<file path="src/rtl/alu_seq_multiplier_pkg.sv">
`default_nettype none
// ============================================================================
// Module      : alu_seq_multiplier_pkg
// Description : Shared definitions for the sequential ALU multiplier: CPU word
//               width, ALU result-mux selector codes and multiplier FSM states.
// Revision    : 1.0  initial release
// ============================================================================
package alu_seq_multiplier_pkg;

  // CPU data word width
  localparam int CPU_WIDTH = 24;

  // ALU result multiplexer selector codes used by this block's consumer
  localparam logic [2:0] ALU_SEL_AND = 3'b000;
  localparam logic [2:0] ALU_SEL_MUL = 3'b100;
  localparam logic [2:0] ALU_SEL_XOR = 3'b101;

  // Multiplier control states
  typedef enum logic [1:0] {
    ST_IDLE = 2'd0,
    ST_RUN  = 2'd1,
    ST_DONE = 2'd2
  } mul_state_e;

endpackage : alu_seq_multiplier_pkg
`default_nettype wire

</file>
<file path="src/rtl/mul_shift_add_datapath.sv">
`default_nettype none
// ============================================================================
// Module      : mul_shift_add_datapath
// Description : Radix-2 shift-add core. Holds the 2*WIDTH accumulator, the
//               multiplicand and the multiplier shift register. One conditional
//               add-and-shift per i_step; i_load clears the accumulator and
//               captures new (already non-negative) operands.
// Ports       : clk, rst      clock, asynchronous active-high reset
//               i_load        capture i_mcand/i_mplier, clear accumulator
//               i_step        perform one iteration
//               i_mcand       multiplicand (magnitude)
//               i_mplier      multiplier (magnitude)
//               o_acc         accumulator; unsigned product after WIDTH steps
// Revision    : 1.0  initial release
// ============================================================================
module mul_shift_add_datapath #(
  parameter int WIDTH = 24
) (
  input  logic                 clk,
  input  logic                 rst,
  input  logic                 i_load,
  input  logic                 i_step,
  input  logic [WIDTH-1:0]     i_mcand,
  input  logic [WIDTH-1:0]     i_mplier,
  output logic [2*WIDTH-1:0]   o_acc
);

  logic [2*WIDTH-1:0] acc_q,    acc_d;
  logic [WIDTH-1:0]   mcand_q,  mcand_d;
  logic [WIDTH-1:0]   mplier_q, mplier_d;
  logic [WIDTH:0]     sum;

  // Carry out of the high-half add is kept and shifted into the MSB.
  assign sum = {1'b0, acc_q[2*WIDTH-1:WIDTH]}
             + {1'b0, (mplier_q[0] ? mcand_q : {WIDTH{1'b0}})};

  always_comb begin
    acc_d    = acc_q;
    mcand_d  = mcand_q;
    mplier_d = mplier_q;
    if (i_load) begin
      acc_d    = '0;
      mcand_d  = i_mcand;
      mplier_d = i_mplier;
    end else if (i_step) begin
      acc_d    = {sum, acc_q[WIDTH-1:1]};
      mplier_d = {1'b0, mplier_q[WIDTH-1:1]};
    end
  end

  always_ff @(posedge clk or posedge rst) begin
    if (rst) begin
      acc_q    <= '0;
      mcand_q  <= '0;
      mplier_q <= '0;
    end else begin
      acc_q    <= acc_d;
      mcand_q  <= mcand_d;
      mplier_q <= mplier_d;
    end
  end

  assign o_acc = acc_q;

endmodule : mul_shift_add_datapath
`default_nettype wire

</file>
<file path="src/rtl/alu_seq_multiplier.sv">
`default_nettype none
// ============================================================================
// Module      : alu_seq_multiplier
// Description : Fixed-latency sequential signed/unsigned multiplier for the
//               CPU ALU. Start in IDLE captures operands; WIDTH RUN cycles
//               iterate; DONE registers the signed-corrected product and
//               overflow, pulsing Done on the way back to IDLE.
// Ports       : Clock, Reset  clock, asynchronous active-high reset
//               Start         request, accepted only while Ready
//               Signed, A, B  mode and operands, sampled with Start
//               Ready         idle, able to accept Start
//               Busy          operation in flight (RUN or DONE)
//               Done          one-cycle result-valid pulse
//               Product       low product word (ALU MUL input)
//               ProductHi     high product word
//               Overflow      product does not fit WIDTH bits in captured mode
// Revision    : 1.0  initial release
// ============================================================================
module alu_seq_multiplier
  import alu_seq_multiplier_pkg::*;
#(
  parameter int WIDTH = CPU_WIDTH
) (
  input  logic             Clock,
  input  logic             Reset,
  input  logic             Start,
  input  logic             Signed,
  input  logic [WIDTH-1:0] A,
  input  logic [WIDTH-1:0] B,
  output logic             Ready,
  output logic             Busy,
  output logic             Done,
  output logic [WIDTH-1:0] Product,
  output logic [WIDTH-1:0] ProductHi,
  output logic             Overflow
);

  localparam int               CNT_W     = $clog2(WIDTH);
  localparam logic [CNT_W-1:0] LAST_ITER = CNT_W'(WIDTH - 1);

  mul_state_e         state_q, state_d;
  logic [CNT_W-1:0]   cnt_q, cnt_d;
  logic               sgn_q, sgn_d;
  logic               neg_q, neg_d;
  logic               done_q, done_d;
  logic [WIDTH-1:0]   product_q, product_d;
  logic [WIDTH-1:0]   product_hi_q, product_hi_d;
  logic               overflow_q, overflow_d;

  logic               dp_load;
  logic               dp_step;
  logic [WIDTH-1:0]   mcand_in;
  logic [WIDTH-1:0]   mplier_in;
  logic [2*WIDTH-1:0] acc;
  logic [2*WIDTH-1:0] result;

  // Magnitudes in signed mode; -2^(WIDTH-1) maps onto itself, which is the
  // correct unsigned magnitude, so no special case is required.
  assign mcand_in  = (Signed && A[WIDTH-1]) ? (~A + 1'b1) : A;
  assign mplier_in = (Signed && B[WIDTH-1]) ? (~B + 1'b1) : B;

  assign result = neg_q ? (~acc + 1'b1) : acc;

  mul_shift_add_datapath #(
    .WIDTH (WIDTH)
  ) u_datapath (
    .clk      (Clock),
    .rst      (Reset),
    .i_load   (dp_load),
    .i_step   (dp_step),
    .i_mcand  (mcand_in),
    .i_mplier (mplier_in),
    .o_acc    (acc)
  );

  always_comb begin
    state_d      = state_q;
    cnt_d        = cnt_q;
    sgn_d        = sgn_q;
    neg_d        = neg_q;
    done_d       = 1'b0;
    product_d    = product_q;
    product_hi_d = product_hi_q;
    overflow_d   = overflow_q;
    dp_load      = 1'b0;
    dp_step      = 1'b0;
    case (state_q)
      ST_IDLE: begin
        if (Start) begin
          dp_load = 1'b1;
          sgn_d   = Signed;
          neg_d   = Signed & (A[WIDTH-1] ^ B[WIDTH-1]);
          cnt_d   = '0;
          state_d = ST_RUN;
        end
      end
      ST_RUN: begin
        dp_step = 1'b1;
        cnt_d   = cnt_q + 1'b1;
        if (cnt_q == LAST_ITER) begin
          state_d = ST_DONE;
        end
      end
      ST_DONE: begin
        product_d    = result[WIDTH-1:0];
        product_hi_d = result[2*WIDTH-1:WIDTH];
        // Signed fit means the upper word is all copies of the low word's MSB.
        overflow_d   = sgn_q ? (result[2*WIDTH-1:WIDTH] != {WIDTH{result[WIDTH-1]}})
                             : (result[2*WIDTH-1:WIDTH] != '0);
        done_d       = 1'b1;
        state_d      = ST_IDLE;
      end
      default: begin
        state_d = ST_IDLE;
      end
    endcase
  end

  always_ff @(posedge Clock or posedge Reset) begin
    if (Reset) begin
      state_q      <= ST_IDLE;
      cnt_q        <= '0;
      sgn_q        <= 1'b0;
      neg_q        <= 1'b0;
      done_q       <= 1'b0;
      product_q    <= '0;
      product_hi_q <= '0;
      overflow_q   <= 1'b0;
    end else begin
      state_q      <= state_d;
      cnt_q        <= cnt_d;
      sgn_q        <= sgn_d;
      neg_q        <= neg_d;
      done_q       <= done_d;
      product_q    <= product_d;
      product_hi_q <= product_hi_d;
      overflow_q   <= overflow_d;
    end
  end

  assign Ready     = (state_q == ST_IDLE);
  assign Busy      = (state_q == ST_RUN) || (state_q == ST_DONE);
  assign Done      = done_q;
  assign Product   = product_q;
  assign ProductHi = product_hi_q;
  assign Overflow  = overflow_q;

endmodule : alu_seq_multiplier
`default_nettype wire

</file>
<file path="config.mk">
export PLATFORM = sky130hd
export DESIGN_NAME = alu_seq_multiplier
export DESIGN_NICKNAME = d
export VERILOG_FILES = /design/src/rtl/alu_seq_multiplier_pkg.sv /design/src/rtl/mul_shift_add_datapath.sv /design/src/rtl/alu_seq_multiplier.sv
export SDC_FILE = /design/constraint.sdc
export NUM_CORES = 1
export LEC_CHECK = 0
export CORE_ASPECT_RATIO = 0.75
export CORE_MARGIN = 5
export CORE_UTILIZATION = 45
export DETAILED_ROUTE_END_ITERATION = 8
export GPL_ROUTABILITY_DRIVEN = 0
export PLACE_DENSITY = 0.66
export SLEW_MARGIN = 20
export SYNTH_ARGS = -nofsm -noshare
export SYNTH_HDL_FRONTEND = slang
export SYNTH_SLANG_ARGS = --single-unit
</file>
<file path="constraint.sdc">
create_clock -name Clock -period 14.9 [get_ports Clock]
set_input_delay 3.725 -clock Clock [delete_from_list [all_inputs] [get_ports Clock]]
set_output_delay 3.725 -clock Clock [all_outputs]
set_load 0.05 [all_outputs]
</file>
==> results of run 1 <==
-- report_power, final --
group | switching [mW] | total [mW] | internal (mW) | leakage, nW
Sequential | 0.141 | 0.727 | 0.586 | 1.96
Clock | 0.176 | 0.431 | 0.255 | 0.283
Combinational | 0.871 | 1.38 | 0.505 | 2.74
-- critical path, cell delays in order (launching register included) --
cell	delay, ns
dfrtp_1	0.41
inv_1	0.15
ha_1	0.31
clkdlybuf4s50_1	0.88
-- area by class of cell --
class | instances | area (µm²) | area share [%]
well taps | 288 | 360 | 3.11
repair buffers | 110 | 1080 | 9.35
flip-flops and latches | 155 | 3880 | 33.5
clock buffers | 21 | 460 | 3.97
inverters | 23 | 91.3 | 0.788
multi-input cells | 865 | 5590 | 48.3
clock inverters | 11 | 118 | 1.02
-- sequential cells by signal, summed over array words and instances, names as in the netlist --
| register | count |
|---|---|
| Done | 1 |
| Overflow | 1 |
| Product | 24 |
| ProductHi | 24 |
| cnt_q | 5 |
| neg_q | 1 |
| sgn_q | 1 |
| state_q | 2 |
| u_datapath.mcand_q | 24 |
| u_datapath.mplier_q | 24 |
| u_datapath.o_acc | 48 |
-- through the flow --
step / setup slack (ns) / total power [mW] / hold slack (ns)
6_report: 8.99 / 2.53 / 0.471
3_5_place_dp: 8.82 / 2.10 / 0.462
2_1_floorplan: 7.00 / 1.71 / 0.438
5_1_grt: 8.87 / 2.71 / 0.513
3_3_place_gp: 8.92 / 2.08 / 0.455
4_1_cts: 8.96 / 2.54 / 0.477
-- worst max-delay path by stage --
stage                                       from  depth (start not counted)  slack (ns)                                   to
after floorplan                            Reset                          1        7.00                       Done$_DFF_PP0_
after global placement                      B[2]                          8        8.92  u_datapath.mplier_q[20]$_DFFE_PP0P_
after detailed placement                    B[2]                          9        8.82  u_datapath.mplier_q[21]$_DFFE_PP0P_
after CTS                 state_q[0]$_DFFE_PP0P_                          3        8.96                                Ready
after global routing      state_q[0]$_DFFE_PP0P_                          3        8.87                                Ready
final                     state_q[0]$_DFFE_PP0P_                          3        8.99                                Ready
-- synth_stat cells (2+ instances only) --
library cell	count	share of area [%]
o21ai_0	77	3.9
and4_1	2	0.18
nor2b_1	13	0.83
nor2_1	136	5.2
nand4_1	13	0.83
a21oi_1	83	4.3
a41oi_1	3	0.27
or3_1	9	0.58
a31oi_1	8	0.51
or4_1	3	0.23
and2_1	32	2.0
nand3_1	17	0.87
a21o_1	6	0.46
nor3_1	28	1.4
or4_4	2	0.23
o41ai_1	21	1.9
a22o_1	3	0.27
nand2b_1	11	0.70
clkbuf_1	49	1.9
xnor2_1	50	4.5
o22ai_1	3	0.19
a211oi_1	8	0.61
and3_1	6	0.38
a32oi_1	2	0.18
nor3b_1	2	0.15
or2_2	3	0.19
nor4_1	13	0.83
a31o_2	3	0.27
inv_1	22	0.85
o311ai_0	3	0.27
mux2i_1	65	6.7
a32o_1	2	0.20
o21bai_1	3	0.23
ha_1	31	4.0
xor2_1	57	5.1
dfrtp_1	155	40
buf_1	10	0.38
o31ai_1	18	1.4
nand2_1	99	3.8
o21a_1	3	0.23
mux2_2	7	0.81
-- cells in the final DEF, fill, tap and decap left out, types with 5 or more instances in the layout --
cell and instances:
clkbuf_16 17, nor2_1 136, xnor2_1 50, clkdlybuf4s50_1 103, and2_1 31, nor3_1 28, nand4_1 13, o21ai_0 77
dfrtp_1 155, inv_1 21, or3_1 9, buf_4 7, clkinv_2 5, a211oi_1 8, mux2_2 7, mux2i_1 65
nor4_1 13, a21o_1 6, nand2b_1 11, xor2_1 57, nor2b_1 13, ha_1 29, a31oi_1 8, o41ai_1 21
nand3_1 17, o31ai_1 18, a21oi_1 83, and3_1 6, nand2_1 99
-- kinds of logic after synthesis --
group | count (synthesis) | share of synthesized area, %
simple gates | 395 | 19.1
compound gates | 258 | 16.5
flops | 155 | 39.7
xor+xnor | 108 | 9.76
buf+inv | 84 | 3.32
mux | 72 | 7.47
fa+ha+maj | 32 | 4.18
-- per-layer routing --
layer  wire [µm]  GRT usage, %  share of wire, %  up-vias
li1            -             -                 -     4055
met1       12800          30.7                53     3794
met2        9680          28.0                40      228
met3        1260          4.54               5.3       17
met4         193          3.95              0.81        0
met5           0             0                 0        -
==> impl_metrics.tcl, run 1 <==
set metrics [dict create \
    antenna_found_initial 0 \
    cp.arrival_ns 2.19 \
    slew_viol_final 0 \
    avgRoutedWirePerCell_um 16.2 \
    r2r-start "u_datapath.o_acc[14]$_DFFE_PP0P_" \
    crit_type "reg -> out" \
    synthFlopType "dfrtp_1" \
    reg2reg_to "Overflow$_DFFE_PP0P_" \
    fin_crit_ns 5.91 \
    synthArstFlopShare_pct 100 \
    start_util_pct 46.0 \
    drive_above_1_share_pct 5.15 \
    drc 0 \
    fin_tns_setup_ns 0 \
    holdCritStartpoint "u_datapath.mcand_q[2]$_DFFE_PP0P_" \
    crit_fanout 7 \
    grt_setup_unrepaired "no" \
    clk_pin_slew_ns 0.06 \
    hp-class "reg -> reg" \
    synthToLayoutAreaGrowth_pct 18.6 \
    antenna_cells 0 \
    dpl.hpwl_um 17100 \
    dr.pass1.iters 5 \
    powerDensity_nw_per_um2 219 \
    instances_no_fill 1473 \
    postLayoutCoreUtil_pct 54.5 \
    design_area_um2 11600 \
    dpl_cell_area_um2 11000 \
    yosys_warnings 0 \
    vias 8094 \
    cts_buffers 17 \
    grt_pass1_wl_um 39900 \
    cts_resized 0 \
    cts.path.max_buffers 2 \
    setup_violations 0 \
    postSynthCellCount 1104 \
    nFillCells 1974 \
    dieWidth_um 180 \
    row_count 46 \
    ctsHoldBuffers 0 \
    ios 104 \
    worstSkewPairLatency_ns 0.43 \
    cp-start-kind "flip-flop" \
    syn_area_um2 9770 \
    htreeDepth 4 \
    synth_cell_types 64 \
    clock_skew_ns 0.00609 \
    fmax_mhz 169 \
    clkSinkCount 155 \
    slew_headroom_pct 35.8 \
    core-area_um2 21200 \
    ys_seq_area_share_pct 39.7 \
    hold_viol_final 0 \
    status "completed" \
    final_antenna_net_count 0 \
    io_buffers 103 \
    wl_um 23900 \
    fin_crit_sh_pct 39.7 \
    die_h_um 138 \
    track_usage_pct 19.7 \
    grt-ovfl-total 0 \
    drt_first_iter_violations 610 \
    cts_tree "yes" \
    dieArea_um2 24800 \
    ir_worst_vdd_uv 177 \
    grt_max_degree 101 \
    yosys_register_bits 155 \
    synth_edf_count 0 \
    root_buffer "clkbuf_16" \
    routed_via_density 5.49 \
    dp.cells 1441 \
    grt_pass1_vias 7583 \
    crit_required_ns 11.18 \
    critPathCaptureType "primary output" \
    rrSetupSlack_ns 10.92 \
    synth_fp_nets 1188 \
    syn_area_per_cell_um2 8.85 \
    worstRegToRegCells 9 \
    nets 1256 \
    worstMarginPinSlew_ns 0.963 \
    drv_cap 0 \
    post_cts_buffers 0 \
    leakage_nw 4.98 \
    hold_path_depth 2 \
    holdPathEnd "u_datapath.mcand_q[2]$_DFFE_PP0P_" \
]
Power figures use the tool's default switching activity.
==> run 2, diff against run 1 <==
PLACE_DENSITY = 0.68   (was 0.66)
clock period = 4.8 ns   (was 14.9 ns; I/O delays follow)
==> run 2 against run 1 <==
Critical path depth rose by 6. Non-clock buffer count rose by 1. Register-to-register slack got worse by 10 ns. Global-route usage fell by 0.19 points. Cell area rose by 0.28%. Clock-buffer cell count did not move. Largest cell class unchanged. Highest routed layer unchanged.
==> impl_metrics.tcl, run 2 (synthesis results as in run 1) <==
set metrics [dict create \
    status "completed" \
    antenna_found_initial 0 \
    drc 0 \
    post_cts_buffers 0 \
    powerDensity_nw_per_um2 681 \
    total_power_mw 7.91 \
    core-area_um2 21200 \
    setup_violations 0 \
    dieWidth_um 180 \
    vias 8118 \
    ir_worst_vdd_uv 515 \
    crit_chain "or4_4, or3_1, or4_4, o31ai_4, xor2_2, nor2_1, or4b_1, o41ai_1, a21oi_1" \
    rrSetupSlack_ns 0.91 \
    cp.arrival_ns 4.18 \
    crit_fanout 13 \
    largest_register_ffs 48 \
    grt-ovfl-total 0 \
    dpl.hpwl_um 17000 \
    cp-start-kind "flip-flop" \
    nets 1257 \
    final_common_cell "dfrtp_1" \
    cts_resized 0 \
    worstSkewPairLatency_ns 0.43 \
    drt_first_iter_violations 596 \
    crit_slowest_cell "or4_4" \
    ctsHoldBuffers 0 \
    cts.path.max_buffers 2 \
    crit_required_ns 5.09 \
    synthToLayoutAreaGrowth_pct 18.9 \
    root_buffer "clkbuf_16" \
    start_util_pct 46.0 \
    cts_tree "yes" \
    leakage_nw 4.98 \
    slew_headroom_pct 40.1 \
    io_buffers 103 \
    htreeDepth 4 \
    fin_crit_sh_pct 81.1 \
    fin_tns_setup_ns 0 \
    layout_common_cells "dfrtp_1, nor2_1, clkdlybuf4s50_1" \
    track_usage_pct 19.5 \
    path_common_cell "or4_4" \
    drv_cap 0 \
    grt_setup_unrepaired "no" \
    grt_max_degree 156 \
    final_antenna_net_count 0 \
    fin_crit_ns 3.89 \
    critPathTopFamily "simple AND/OR/NAND/NOR gates" \
    slew_viol_final 0 \
    grt_pass1_vias 7678 \
    crit_type "reg -> reg" \
    clkSinkCount 155 \
    clk_pin_slew_ns 0.06 \
    drive_above_1_share_pct 4.91 \
    fmax_mhz 257 \
    clock_skew_ns 0.00752 \
    dieArea_um2 24800 \
    cp_num_buf_inv 0 \
    critPathCaptureType "flip-flop" \
    grt_pass1_wl_um 39800 \
    wl_um 23800 \
    worstMarginPinSlew_ns 0.898 \
    dr.pass1.iters 5 \
    row_count 46 \
    ios 104 \
    die_h_um 138 \
    cts_buffers 17 \
    avgRoutedWirePerCell_um 16.2 \
    antenna_cells 0 \
    hp-class "reg -> reg" \
    hold-worst-slack_ns 0.471 \
    hold_viol_final 0 \
    worst_path_largest_cell_delay_ns 0.63 \
    routed_via_density 5.52 \
]
-- run 2: changes by cell type in the layout (fill, tap and decap cells not counted), sizes merged --
| cell | previous run | this run |
|---|---|---|
| clkinvlp | 2 | 3 |
| buf | 7 | 8 |
| clkinv | 6 | 3 |
| inv | 24 | 21 |
| bufinv | 2 | 3 |
-- run 2: layout make-up --
type,instances,area (µm²)
Clock buffer,21,460
Clock inverter,7,119
Fill cell,1928,9620
Inverter,23,90.1
Multi-Input combinational cell,865,5590
Sequential cell,155,3880
Tap cell,288,360
Timing Repair Buffer,111,1120
-- run 2: path summary, 6_finish.rpt --
kind                                                    startpoint                                 end  depth (start not counted)
worst max-delay path               u_datapath.o_acc[4]$_DFFE_PP0P_                Overflow$_DFFE_PP0P_                          9
worst min-delay path            u_datapath.mcand_q[23]$_DFFE_PP0P_  u_datapath.mcand_q[23]$_DFFE_PP0P_                          2
worst max register to register     u_datapath.o_acc[4]$_DFFE_PP0P_                Overflow$_DFFE_PP0P_                          9
worst min register to register  u_datapath.mcand_q[23]$_DFFE_PP0P_  u_datapath.mcand_q[23]$_DFFE_PP0P_                          2
max in group asynchronous                                    Reset                Overflow$_DFFE_PP0P_                          3
min in group asynchronous                                    Reset  u_datapath.mplier_q[8]$_DFFE_PP0P_                          3
-- run 2: per-layer routing --
metal	vias up	part of all wire, %	GRT usage (%)
li1	4049	-	-
met1	3810	53	29.6
met2	243	41	28.6
met3	16	5.9	4.20
met4	0	0.89	4.28
met5	-	0	0
-- run 2: worst min-delay path, stage by stage, from the launching register on --
cell and delay (ns):
dfrtp_1 0.34, nand2_1 0.05, nand2_1 0.05
-- run 2: through the flow --
stage          worst slack, ns  area (µm²)  utilization (%)  cells
6_report                 0.909       11600             54.7   1470
5_1_grt                  0.605       11600             54.7   1470
4_1_cts                  0.953       11600             54.7   1470
3_5_place_dp             0.971       11000             52.0   1442
3_3_place_gp              1.11       11000             52.0   1442
2_1_floorplan             1.42        9770                -   1104
-- run 2: where the power goes --
group          total, mW  internal (mW)  switching [mW]
logic               4.29           1.58            2.71
registers           2.26           1.82           0.442
clock network       1.36          0.833           0.525
